==> src/rtl/dm_ctrl.sv <==
// Data memory behind the pointer-to-address lookup stage: single-port register file
// with one-cycle registered loads and a hardware zeroing sweep after reset or on clear.
module dm_ctrl #(
   parameter int AW    = 8,
   parameter int DW    = 8,
   parameter int DEPTH = 256
) (
   input  logic          CLK,
   input  logic          reset,
   input  logic          req,
   input  logic          we,
   input  logic [AW-1:0] dm_adr,
   input  logic [DW-1:0] din,
   input  logic          clear,
   output logic          ready,
   output logic [DW-1:0] dout,
   output logic          rd_valid,
   output logic          adr_err
);

   // Counter is one bit wider than the address so DEPTH = 2**AW compares without wrapping.
   localparam logic [AW:0] DEPTH_C = (AW+1)'(DEPTH);
   localparam logic [AW:0] LAST_C  = (AW+1)'(DEPTH - 1);
   localparam logic [AW:0] ONE_C   = (AW+1)'(1);

   typedef enum logic {
      ST_CLEAR = 1'b0,
      ST_IDLE  = 1'b1
   } state_t;

   state_t        state_r;
   logic [AW:0]   cnt_r;
   logic [DW-1:0] mem_r [DEPTH];
   logic          ready_r;
   logic          rd_valid_r;
   logic          adr_err_r;
   logic [DW-1:0] dout_r;

   logic          accept_s;
   logic          in_range_s;
   logic          mem_we_s;
   logic [AW-1:0] mem_wa_s;
   logic [DW-1:0] mem_wd_s;

   // Accept qualification and array write-port selection (sweep wins over stores).
   always_comb begin
      in_range_s = ({1'b0, dm_adr} < DEPTH_C);
      accept_s   = ready_r & req & ~clear;
      mem_we_s   = 1'b0;
      mem_wa_s   = cnt_r[AW-1:0];
      mem_wd_s   = {DW{1'b0}};
      if (reset) begin
         mem_we_s = 1'b0;
      end else if (state_r == ST_CLEAR) begin
         mem_we_s = 1'b1;
         mem_wa_s = cnt_r[AW-1:0];
         mem_wd_s = {DW{1'b0}};
      end else if (accept_s && we && in_range_s) begin
         mem_we_s = 1'b1;
         mem_wa_s = dm_adr;
         mem_wd_s = din;
      end else begin
         mem_we_s = 1'b0;
      end
   end

   // Storage array: plain synchronous write, never reset.
   always_ff @(posedge CLK) begin
      if (mem_we_s) begin
         mem_r[mem_wa_s] <= mem_wd_s;
      end
   end

   // Sweep/idle FSM with registered handshake and load-return outputs.
   always_ff @(posedge CLK or posedge reset) begin
      if (reset) begin
         state_r    <= ST_CLEAR;
         cnt_r      <= {(AW+1){1'b0}};
         ready_r    <= 1'b0;
         rd_valid_r <= 1'b0;
         adr_err_r  <= 1'b0;
         dout_r     <= {DW{1'b0}};
      end else begin
         rd_valid_r <= 1'b0;
         adr_err_r  <= 1'b0;
         case (state_r)
            ST_CLEAR: begin
               if (cnt_r == LAST_C) begin
                  state_r <= ST_IDLE;
                  ready_r <= 1'b1;
                  cnt_r   <= {(AW+1){1'b0}};
               end else begin
                  cnt_r <= cnt_r + ONE_C;
               end
            end
            ST_IDLE: begin
               if (clear) begin
                  state_r <= ST_CLEAR;
                  ready_r <= 1'b0;
                  cnt_r   <= {(AW+1){1'b0}};
               end else if (accept_s) begin
                  adr_err_r <= ~in_range_s;
                  if (!we) begin
                     rd_valid_r <= 1'b1;
                     dout_r     <= in_range_s ? mem_r[dm_adr] : {DW{1'b0}};
                  end
               end
            end
            default: begin
               state_r <= ST_CLEAR;
               ready_r <= 1'b0;
               cnt_r   <= {(AW+1){1'b0}};
            end
         endcase
      end
   end

   assign ready    = ready_r;
   assign dout     = dout_r;
   assign rd_valid = rd_valid_r;
   assign adr_err  = adr_err_r;

endmodule

==> config.mk <==
export PLATFORM = sky130hd
export DESIGN_NAME = dm_ctrl
export DESIGN_NICKNAME = d
export VERILOG_FILES = /design/src/rtl/dm_ctrl.sv
export SDC_FILE = /design/constraint.sdc
export NUM_CORES = 2
export LEC_CHECK = 0
export BUFFER_PORTS_ARGS = -buffer_cell sky130_fd_sc_hd__buf_4
export CAP_MARGIN = 10
export CORE_MARGIN = 2
export CORE_UTILIZATION = 55
export CTS_BUF_LIST = sky130_fd_sc_hd__clkbuf_16
export DETAILED_ROUTE_END_ITERATION = 16
export PLACE_DENSITY_LB_ADDON = 0.08
export SLEW_MARGIN = 20
export SYNTH_ARGS = -nofsm -noshare
export SYNTH_HDL_FRONTEND = slang
export SYNTH_SLANG_ARGS = --single-unit
==> constraint.sdc <==
create_clock -name CLK -period 12.9 [get_ports CLK]
set_input_delay 1.29 -clock CLK [delete_from_list [all_inputs] [get_ports CLK]]
set_output_delay 1.29 -clock CLK [all_outputs]
set_load 0.01 [all_outputs]
==> impl_metrics.env <==
export IMPL_path_class="input port to register"
export IMPL_syn_to_final_growth_pct=10.2
export IMPL_start_util_pct=55.3
export IMPL_synthDistinctLibCells=59
export IMPL_min_path_cells=1
export IMPL_wirelength_um=208000
export IMPL_worstReg2RegStart="state_r"
export IMPL_core_area_um2=145000
export IMPL_slew_violations=0
export IMPL_setup_viol=0
export IMPL_synth_fa_ha_area_share_pct=0.0156
export IMPL_rows=140
export IMPL_yosys_warnings=0
export IMPL_grt_pass1_wl_um=297000
export IMPL_maxCapViolCount=0
export IMPL_cts_resized=0
export IMPL_required_ns=13.58
export IMPL_grt_ovfl_total=0
export IMPL_cts_tree="done"
export IMPL_arrival_ns=6.11
export IMPL_synthMuxAreaShare_pct=15.3
export IMPL_max_freq_mhz=184
export IMPL_pwr_density_cell_nw_per_um2=153
export IMPL_timing_final_crit_share_pct=42.1
export IMPL_grt_max_degree=201
export IMPL_hold_class="register to register"
export IMPL_tns_ns=0
export IMPL_syn_area_um2=80400
export IMPL_preCtsSetupSlack_ns=6.63
export IMPL_worst_path_max_fanout=108
export IMPL_worst_pin_slew_ns=1.23
export IMPL_syn_area_per_cell_um2=21.2
export IMPL_routedWlPerCell_um=35.1
export IMPL_io_pins=32
export IMPL_synth_top_family_by_area="multiplexers"
export IMPL_synth_compound_area_share_pct=3.23
export IMPL_hold_slack_ns=0.492
export IMPL_max_slew_margin_pct=17.5
export IMPL_portBuffers=30
export IMPL_fp_dieW_um=386
export IMPL_syn_inst=3799
export IMPL_vias=39800
export IMPL_post_cts_buffers=0
export IMPL_ys_seq_area_share_pct=77.1
export IMPL_drc=0
export IMPL_postCtsHoldBufs=0
export IMPL_fin_worst_skew_ns=0.0287
export IMPL_design_die_area_um2=149000
export IMPL_synth_nets=3821
export IMPL_clk_insertion_delay_late_ns=0.82
export IMPL_clockBufferDepth=3
export IMPL_synth_edf_count=2048
export IMPL_drt_iter0_drc=5283
export IMPL_synthTopCellsByArea="edfxtp_1 76%, mux4_2 13%, mux2i_1 1.7%, nor2_1 1.4%, a22oi_1 0.77%"
export IMPL_end_kind="register"
export IMPL_critPathLaunchType="input port"
export IMPL_leakage_nw=31.1
export IMPL_netlist_top_cells_count="2048 x edfxtp_1, 481 x mux4_2, 294 x nor2_1"
export IMPL_dp_final_hpwl_um=124000
export IMPL_status="finished, final reports clean"
export IMPL_final_nets=3881
export IMPL_yosysTopAreaCellShare_pct=76.5
export IMPL_hold_end="ready"
export IMPL_synth_ff_type="edfxtp_1"
export IMPL_synth_simple_gate_area_share_pct=2.63
export IMPL_yosys_area_top_type="edfxtp_1"
export IMPL_async_flop_share_pct=0.967
export IMPL_antenna_found_initial=9
export IMPL_finalHoldViolations=0
export IMPL_gp_congestion=0.888
export IMPL_cts_clk_slew_worst_paths_ns=0.07
export IMPL_first_pass_iters=7
export IMPL_grt_setup_unrepaired="no"
export IMPL_rrSetupSlack_ns=8.36
export IMPL_antenna_left=0
export IMPL_numCtsBuffers=200
export IMPL_yosys_area_share_xor_xnor_pct=0.0218
export IMPL_synth_most_common_cell="edfxtp_1"
export IMPL_final_setup_worst_slack_ns=7.47
export IMPL_min_from="cnt_r[8]"
export IMPL_synth_seq_cells=2068
export IMPL_vias_per_cell=6.69
export IMPL_die_h_um=386
export IMPL_grt_pass1_vias=39700
export IMPL_crit_reg2reg_capture="dout[4]"
export IMPL_clock_sinks=2068
export IMPL_htreeDepth=4
export IMPL_fin_crit_ns=5.43
export IMPL_layout_drive_gt1_share_pct=22.6
export IMPL_reg2reg_depth=7
export IMPL_crit_start="dm_adr[0]"
export IMPL_grt_use_total_pct=28.4
export IMPL_vdd_drop_max_v=0.000127
export IMPL_clockRootBuffer="clkbuf_16"
==> flip-flops by register name (all words and copies together), names as in the netlist <==
| signal | count |
|---|---|
| ready | 1 |
| rd_valid | 1 |
| state_r | 1 |
| mem_r | 2048 |
| dout | 8 |
| cnt_r | 9 |
==> power breakdown <==
part	leakage, nW	internal (mW)	switching, mW	total [mW]
clock	3.27	3.07	2.43	5.50
sequential	22.3	7.31	0.0301	7.34
combinational	5.53	0.208	0.466	0.673
total	31.1	10.6	2.93	13.5
==> worst max path at each step <==
stage | endpoint | slack [ns] | cells past startpoint
finish | dout[5] | 7.47 | 8
global route | mem_r[223][6] | 7.27 | 7
CTS | dout[5] | 7.50 | 8
detailed placement | dout[5] | 6.63 | 8
global placement | dout[2] | 6.62 | 9
floorplan | mem_r[0][0] | 6.53 | 5
==> area by class of cell <==
cell class | instances | area [µm²]
Antenna cell | 3 | 7.51
Tap cell | 1917 | 2400
Multi-Input combinational cell | 1493 | 17200
Clock inverter | 162 | 991
Timing Repair Buffer | 89 | 857
Fill cell | 10100 | 56800
Inverter | 7 | 28.8
Clock buffer | 207 | 5180
Sequential cell | 2068 | 62000
==> stage by stage <==
step | total power [mW] | util, % | cells | instance area, µm²
2_1_floorplan | 7.88 | - | 3799 | 80400
3_3_place_gp | 8.14 | 56.6 | 5571 | 82300
3_5_place_dp | 8.15 | 56.6 | 5571 | 82300
4_1_cts | 13.6 | 60.9 | 5940 | 88500
5_1_grt | 13.9 | 60.9 | 5943 | 88600
6_report | 13.5 | 60.9 | 5946 | 88600
==> layer usage <==
metal	track usage, %	up-vias	routed length (µm)
li1	-	16000	-
met1	41.5	21100	83300
met2	43.6	2290	98000
met3	5.33	360	19600
met4	9.76	2	7580
met5	0	-	15
==> cell usage in the layout, fill, tap and decap left out, drive strengths merged, types with 10 or more instances in the layout <==
cell,netlist,final
a2111oi,15,15
a211oi,14,14
a21oi,55,55
a221oi,22,22
a22o,12,12
a22oi,83,83
and2,11,11
and3,10,10
buf,126,89
clkbuf,105,207
clkinv,1,83
dfrtp,20,20
edfxtp,2048,2048
inv,6,73
mux2i,134,134
mux4,481,481
nand2,88,88
nand3,29,29
nor2,294,294
nor3,12,12
o21ai,50,50
o221ai,26,26
o22ai,36,36
or2,19,19
==> critical path, cell delays in order <==
cell	delay, ns
buf_8	0.52
buf_12	0.69
buf_12	0.49
mux4_2	0.67
mux4_2	0.53
o311ai_0	0.99
nor3_1	0.19
a221o_1	0.32
==> cells by family (layout without fill, tap and decap cells) <==
family          count (synthesis)  after routing
compound gates                369            369
xor+xnor                        2              2
fa+ha+maj                       1              1
buf+inv                       238            465
flops                        2068           2068
mux                           624            624
other cells                     1              4
simple gates                  496            496
No activity file was read; power rests on OpenSTA's default activity.
